File: src/rtl/rg_pkg.sv
// Shared types and helpers for the reaction game core: FSM states, LFSR taps,
// one-hot decode and saturating score arithmetic.
package rg_pkg;

  typedef enum logic [1:0] {
    IDLE = 2'd0,
    LOAD = 2'd1,
    RUN  = 2'd2,
    DONE = 2'd3
  } state_e;

  // Fibonacci taps 16,14,13,11 expressed as bit positions 15,13,12,10
  localparam logic [15:0] LFSR_TAPS = 16'hB400;

  function automatic logic [15:0] onehot(input logic [3:0] idx, input int unsigned n);
    return (32'(idx) < n) ? (16'd1 << idx) : 16'd0;
  endfunction

  function automatic logic [15:0] sat_inc(input logic [15:0] v, input logic [15:0] max);
    return (v >= max) ? max : v + 16'd1;
  endfunction

  function automatic logic [15:0] sat_dec(input logic [15:0] v);
    return (v == 16'd0) ? 16'd0 : v - 16'd1;
  endfunction

endpackage

File: src/rtl/reaction_game_core_if.sv
// Board-side bundle of the reaction game: start/switch inputs toward the core,
// LED target, timer, score and status toward the display/LED drivers.
interface reaction_game_core_if #(
  parameter int unsigned N_CH    = 16,
  parameter int unsigned TIMER_W = 6,
  parameter int unsigned SCORE_W = 6
) ();
  logic               start;
  logic [N_CH-1:0]    sw;
  logic [N_CH-1:0]    led;
  logic [TIMER_W-1:0] timer_out;
  logic [SCORE_W-1:0] score_out;
  logic [SCORE_W-1:0] best_out;
  logic               busy;
  logic               done;

  modport master (
    output start, sw,
    input  led, timer_out, score_out, best_out, busy, done
  );

  modport slave (
    input  start, sw,
    output led, timer_out, score_out, best_out, busy, done
  );
endinterface

File: src/rtl/rg_lfsr.sv
// Free-running 16-bit Fibonacci LFSR used as the target-selection entropy source.
module rg_lfsr
  import rg_pkg::*;
#(
  parameter logic [15:0] SEED = 16'hACE1
) (
  input  logic        clk,
  input  logic        rst,
  output logic [15:0] lfsr_q
);

  logic [15:0] lfsr_d;

  always_comb begin
    lfsr_d = {lfsr_q[14:0], ^(lfsr_q & LFSR_TAPS)};
  end

  always_ff @(posedge clk) begin
    if (!rst) begin
      lfsr_q <= SEED;
    end else begin
      lfsr_q <= lfsr_d;
    end
  end

endmodule

File: src/rtl/reaction_game_core.sv
// Reaction game core: tick generation, round timer, random target selection,
// hit/miss scoring and best-score tracking around a four-state FSM.
module reaction_game_core
  import rg_pkg::*;
#(
  parameter int unsigned N_CH        = 16,
  parameter int unsigned TICK_DIV    = 100000000,
  parameter int unsigned ROUND_TICKS = 30,
  parameter int unsigned TIMER_W     = 6,
  parameter int unsigned SCORE_W     = 6,
  parameter int unsigned PENALTY     = 1,
  parameter logic [15:0] LFSR_SEED   = 16'hACE1
) (
  input  logic                 clk,
  input  logic                 rst,
  reaction_game_core_if.slave  bus
);

  localparam int unsigned IDX_W     = (N_CH > 1) ? $clog2(N_CH) : 1;
  localparam int unsigned CNT_W     = $clog2(TICK_DIV + 1);
  localparam logic [15:0] SCORE_MAX = 16'((1 << SCORE_W) - 1);

  state_e             state_q, state_d;
  logic [N_CH-1:0]    sw_meta_q, sw_sync_q, sw_prev_q, sw_rise;
  logic               start_q, start_rise;
  logic [CNT_W-1:0]   cnt_q, cnt_d;
  logic               tick;
  logic [15:0]        lfsr;
  logic [15:0]        cand_w;
  logic [IDX_W-1:0]   cand, cand_wrap, new_target;
  logic [IDX_W-1:0]   target_q, target_d;
  logic [N_CH-1:0]    target_oh;
  logic               retarget_q, retarget_d;
  logic [N_CH-1:0]    led_q, led_d;
  logic [TIMER_W-1:0] timer_q, timer_d;
  logic [SCORE_W-1:0] score_q, score_d, best_q, best_d;
  logic               busy_q, busy_d, done_q, done_d;

  rg_lfsr #(.SEED(LFSR_SEED)) u_lfsr (
    .clk    (clk),
    .rst    (rst),
    .lfsr_q (lfsr)
  );

  assign sw_rise    = sw_sync_q & ~sw_prev_q;
  assign start_rise = bus.start & ~start_q;
  assign tick       = (state_q == RUN) && (cnt_q == CNT_W'(TICK_DIV - 1));
  assign target_oh  = N_CH'(onehot(4'(target_q), N_CH));

  // Candidate target; bumped by one when it would repeat the current target
  always_comb begin
    cand_w     = lfsr % 16'(N_CH);
    cand       = IDX_W'(cand_w);
    cand_wrap  = IDX_W'((cand_w + 16'd1) % 16'(N_CH));
    new_target = (cand == target_q) ? cand_wrap : cand;
  end

  always_comb begin
    state_d    = state_q;
    cnt_d      = '0;
    target_d   = target_q;
    retarget_d = 1'b0;
    timer_d    = timer_q;
    score_d    = score_q;
    best_d     = best_q;

    case (state_q)
      IDLE, DONE: begin
        if (start_rise) begin
          state_d = LOAD;
          timer_d = TIMER_W'(ROUND_TICKS);
          score_d = '0;
        end
      end
      LOAD: begin
        target_d = new_target;
        state_d  = RUN;
      end
      RUN: begin
        cnt_d = tick ? '0 : cnt_q + CNT_W'(1);
        if (retarget_q) begin
          target_d = new_target;
        end
        // Score is resolved before the tick so a final-tick hit still counts
        if (sw_rise == target_oh) begin
          score_d    = SCORE_W'(sat_inc(16'(score_q), SCORE_MAX));
          retarget_d = 1'b1;
        end else if ((sw_rise != '0) && (PENALTY != 0)) begin
          score_d = SCORE_W'(sat_dec(16'(score_q)));
        end
        if (tick) begin
          timer_d = timer_q - TIMER_W'(1);
          if (timer_q == TIMER_W'(1)) begin
            state_d = DONE;
            best_d  = (score_d > best_q) ? score_d : best_q;
          end
        end
      end
      default: state_d = IDLE;
    endcase

    led_d  = (state_d == RUN) ? N_CH'(onehot(4'(target_d), N_CH)) : '0;
    busy_d = (state_d == LOAD) || (state_d == RUN);
    done_d = (state_d == DONE);
  end

  always_ff @(posedge clk) begin
    if (!rst) begin
      state_q    <= IDLE;
      sw_meta_q  <= '0;
      sw_sync_q  <= '0;
      sw_prev_q  <= '0;
      start_q    <= 1'b0;
      cnt_q      <= '0;
      target_q   <= '0;
      retarget_q <= 1'b0;
      led_q      <= '0;
      timer_q    <= '0;
      score_q    <= '0;
      best_q     <= '0;
      busy_q     <= 1'b0;
      done_q     <= 1'b0;
    end else begin
      state_q    <= state_d;
      sw_meta_q  <= bus.sw;
      sw_sync_q  <= sw_meta_q;
      sw_prev_q  <= sw_sync_q;
      start_q    <= bus.start;
      cnt_q      <= cnt_d;
      target_q   <= target_d;
      retarget_q <= retarget_d;
      led_q      <= led_d;
      timer_q    <= timer_d;
      score_q    <= score_d;
      best_q     <= best_d;
      busy_q     <= busy_d;
      done_q     <= done_d;
    end
  end

  assign bus.led       = led_q;
  assign bus.timer_out = timer_q;
  assign bus.score_out = score_q;
  assign bus.best_out  = best_q;
  assign bus.busy      = busy_q;
  assign bus.done      = done_q;

endmodule

File: src/flat_wrapper.sv
// flat-port wrapper written by rule: the top's interface ports become plain ports
module reaction_game_core_flat import rg_pkg::*;
#(
  parameter int unsigned N_CH        = 16,
  parameter int unsigned TICK_DIV    = 100000000,
  parameter int unsigned ROUND_TICKS = 30,
  parameter int unsigned TIMER_W     = 6,
  parameter int unsigned SCORE_W     = 6,
  parameter int unsigned PENALTY     = 1,
  parameter logic [15:0] LFSR_SEED   = 16'hACE1
)
  (clk, rst, bus_start, bus_sw, bus_led, bus_timer_out, bus_score_out, bus_best_out, bus_busy, bus_done);
  reaction_game_core_if #(.N_CH(N_CH), .TIMER_W(TIMER_W), .SCORE_W(SCORE_W)) bus_i ();
  input  logic clk;
  input  logic rst;
  input wire logic [$bits(bus_i.start)-1:0] bus_start;
  input wire logic [$bits(bus_i.sw)-1:0] bus_sw;
  output wire logic [$bits(bus_i.led)-1:0] bus_led;
  output wire logic [$bits(bus_i.timer_out)-1:0] bus_timer_out;
  output wire logic [$bits(bus_i.score_out)-1:0] bus_score_out;
  output wire logic [$bits(bus_i.best_out)-1:0] bus_best_out;
  output wire logic [$bits(bus_i.busy)-1:0] bus_busy;
  output wire logic [$bits(bus_i.done)-1:0] bus_done;
  assign bus_i.start = bus_start;
  assign bus_i.sw = bus_sw;
  assign bus_led = bus_i.led;
  assign bus_timer_out = bus_i.timer_out;
  assign bus_score_out = bus_i.score_out;
  assign bus_best_out = bus_i.best_out;
  assign bus_busy = bus_i.busy;
  assign bus_done = bus_i.done;
  reaction_game_core #(.N_CH(N_CH), .TICK_DIV(TICK_DIV), .ROUND_TICKS(ROUND_TICKS), .TIMER_W(TIMER_W), .SCORE_W(SCORE_W), .PENALTY(PENALTY), .LFSR_SEED(LFSR_SEED)) u_core (.clk(clk), .rst(rst), .bus(bus_i));
endmodule
File: config.mk
export PLATFORM = sky130hd
export DESIGN_NAME = reaction_game_core_flat
export DESIGN_NICKNAME = d
export VERILOG_FILES = /design/src/rtl/rg_pkg.sv /design/src/rtl/reaction_game_core_if.sv /design/src/rtl/rg_lfsr.sv /design/src/rtl/reaction_game_core.sv /design/src/flat_wrapper.sv
export SDC_FILE = /design/constraint.sdc
export NUM_CORES = 1
export LEC_CHECK = 0
export ABC_CLOCK_PERIOD_IN_PS = 8450
export CORE_MARGIN = 2
export CORE_UTILIZATION = 55
export CTS_BUF_LIST = sky130_fd_sc_hd__clkbuf_4
export CTS_CLUSTER_SIZE = 20
export DETAILED_ROUTE_END_ITERATION = 8
export HOLD_SLACK_MARGIN = 0.12
export PLACE_DENSITY = 0.75
export SETUP_SLACK_MARGIN = 0.15
export SLEW_MARGIN = 20
export SYNTH_ARGS = -nofsm -noshare
export SYNTH_HDL_FRONTEND = slang
export SYNTH_SLANG_ARGS = --single-unit
File: constraint.sdc
create_clock -name clk -period 8.45 [get_ports clk]
set_clock_uncertainty 0.2 [all_clocks]
set_input_delay 2.535 -clock clk [delete_from_list [all_inputs] [get_ports clk]]
set_output_delay 2.535 -clock clk [all_outputs]
set_load 0.01 [all_outputs]
==> out/qor.yml <==
fin_crit_ns: 4.43
p_leak_nw: 2.51
holdPathStages: 1
diodes: 0
setup_violations: 0
grt_max_degree: 79
hp-class: "flip-flop to flip-flop"
r2r-end: "u_core.bus.best_out[4]$_SDFFE_PN0P_"
power.total_w: 0.00144
slew_violations: 0
grt.total_usage_pct: 21.3
crit_family: "buffers and inverters"
vdd.ir_drop.worst_mv: 0.103
worst_setup_path_end_kind: "output pin"
vias_per_cell: 5.42
grt_pass1_wl_um: 19600
finalHoldViolCount: 0
die_x_um: 107
min-delay-start: "u_core.u_lfsr.lfsr_q[14]$_SDFF_PN0_"
tightest_slew_ns: 0.702
die_area_um2: 11400
pin_count: 55
hold_ws_ns: 0.221
setup-tns-final_ns: 0
gr-max-usage-layer: "met2"
synthArstFlopShare_pct: 0
yosys_warnings: 0
crit_buf_inv: 1
syn_area_um2: 5810
yosysSeqAreaShare_pct: 46.5
cts.path.max_buffers: 2
path_cells: "clkdlybuf4s50_1"
postRouteAntennaNets: 0
cts_setup_buffers: 0
die_h_um: 107
antenna_found_initial: 0
synth.avg_cell_area_um2: 8.95
vias: 4583
cp_data_required_time_ns: 5.72
ys_seq_elements: 135
grt_setup_unrepaired: "no"
cts_buffers: 17
io_buffers: 54
worstSetupStartpointType: "flip-flop"
cts_num_sinks: 135
fill_cells: 873
critical_path.slowest_cell: "clkdlybuf4s50_1"
min_to: "u_core.u_lfsr.lfsr_q[15]$_SDFF_PN1_"
synth_cell_types: 67
wl_um: 11200
max_freq_mhz: 226
core_area_um2: 10300
synth_flop_cell: "dfxtp_1"
ctsResizeCount: 0
dr.pass1.iters: 5
root_buffer: "clkbuf_4"
critPathMaxStageDelay_ns: 0.61
area_growth_pct: 15.0
place.gp.congestion: 0.910
cts_tree: "done"
cts_hold_buf: 0
reg2reg_depth: 14
drc_errors: 0
r2r-start: "u_core.target_q[0]$_SDFF_PN0_"
grt_use_met2_pct: 35.3
critPathMaxFanout: 11
slew-limit-headroom_pct: 52.7
start_util_pct: 56.5
grtUsageMet1_pct: 26.3
insertion_delay_ns: 0.51
clk_pin_slew_ns: 0.13
num_rows: 37
hpwl_um: 7930
grt_util_met3_pct: 5.59
crit_arrival_ns: 1.69
rrSetupSlack_ns: 4.04
finalCritPeriodShare_pct: 52.4
grt-ovfl-total: 0
syn-num-nets: 686
fin_util_pct: 65.0
synth_cells: 649
nets: 733
cap_violations: 0
criticalPathCategory: "flip-flop to output pin"
drive_above_1_share_pct: 7.76
first_iter_violations: 250
status: "finished clean"
wl_per_cell_um: 13.2
first_global_vias: 4424
htree_levels: 4
synth_edf_count: 0
power_density_nw_per_um2: 215
-- layout make-up --
type	count	area, um2	share of cell area, %
Clock buffer	17	128	1.91
Clock inverter	15	154	2.30
Inverter	25	93.8	1.41
Multi-Input combinational cell	462	2890	43.2
Sequential cell	135	2700	40.5
Tap cell	136	170	2.55
Timing Repair Buffer	55	543	8.13
-- worst max path at each step --
stage                                         startpoint                                   end  slack [ns]  depth (start not counted)
finish              u_core.bus.score_out[2]$_SDFFE_PN0P_                      bus_score_out[2]        4.02                          1
global route               u_core.target_q[0]$_SDFF_PN0_   u_core.bus.best_out[4]$_SDFFE_PN0P_        3.53                         14
CTS                 u_core.bus.score_out[2]$_SDFFE_PN0P_                      bus_score_out[2]        3.99                          1
detailed placement                             bus_start  u_core.bus.timer_out[5]$_SDFFE_PN0P_        3.75                          8
global placement                               bus_start  u_core.bus.timer_out[5]$_SDFFE_PN0P_        3.82                          8
floorplan                                      bus_start  u_core.bus.timer_out[5]$_SDFFE_PN0P_        4.41                          7
-- cell usage after synthesis, drive strengths merged, types with 10 or more instances --
master	count	area, um2
and2	59	369
clkbuf	19	71.3
ha	18	225
and3	10	62.6
nor3	14	91.3
nor2b	13	88.8
xnor2	10	87.6
xor2	24	210
inv	24	90.1
nand2b	25	156
o21ai	27	143
nor2	73	277
nand3	20	100
a21oi	29	145
nand2	50	190
dfxtp	135	2700
-- metal layers --
| metal | share of wire (%) | wire length, um |
|---|---|---|
| met1 | 45 | 5060 |
| met2 | 48 | 5320 |
| met3 | 5.2 | 581 |
| met4 | 1.8 | 206 |
| met5 | 0 | 0 |
-- cells in the final DEF, fill, tap and decap left out, drive strengths merged, types with 9 or more instances in the layout --
master	netlist	layout
dfxtp	135	135
nor2	73	73
and2	59	59
clkdlybuf4s50	0	53
nand2	50	50
a21oi	29	29
o21ai	27	27
inv	24	26
nand2b	25	25
xor2	24	24
nand3	20	20
ha	18	18
clkbuf	19	17
nor3	14	14
nor2b	13	13
and3	10	10
xnor2	10	10
nand4	9	9
-- metrics by stage --
| stage | setup slack [ns] | cell area (um2) | std cells |
|---|---|---|---|
| after global routing | 3.53 | 6680 | 845 |
| after CTS | 3.99 | 6680 | 845 |
| final | 4.02 | 6680 | 845 |
| after floorplan | 4.41 | 5810 | 649 |
| after global placement | 3.82 | 6400 | 813 |
| after detailed placement | 3.75 | 6400 | 813 |
-- flip-flops by register name, indices dropped and copies added, names as in the netlist, 2 cells and up --
name,cells
u_core.bus.best_out,6
u_core.u_lfsr.lfsr_q,16
u_core.target_q,4
u_core.state_q,2
u_core.sw_meta_q,16
u_core.cnt_q,27
u_core.sw_sync_q,16
u_core.bus.timer_out,6
u_core.bus.score_out,6
u_core.bus.led,16
u_core.sw_prev_q,16
-- power by group --
group | switching [W] | leakage [nW] | internal [W]
combinational | 0.000182 | 1.26 | 0.000132
clock | 0.000239 | 0.144 | 0.000176
sequential | 0.0000360 | 1.10 | 0.000674
total | 0.000457 | 2.51 | 0.000982
-- logic make-up after synthesis --
| group | Yosys count | synth area share (%) |
|---|---|---|
| buf+inv | 52 | 3.77 |
| mux | 2 | 0.345 |
| compound gates | 99 | 11.3 |
| fa+ha+maj | 18 | 3.88 |
| xor+xnor | 34 | 5.13 |
| simple gates | 309 | 29.0 |
| flops | 135 | 46.5 |
Power figures use the tool's default switching activity.
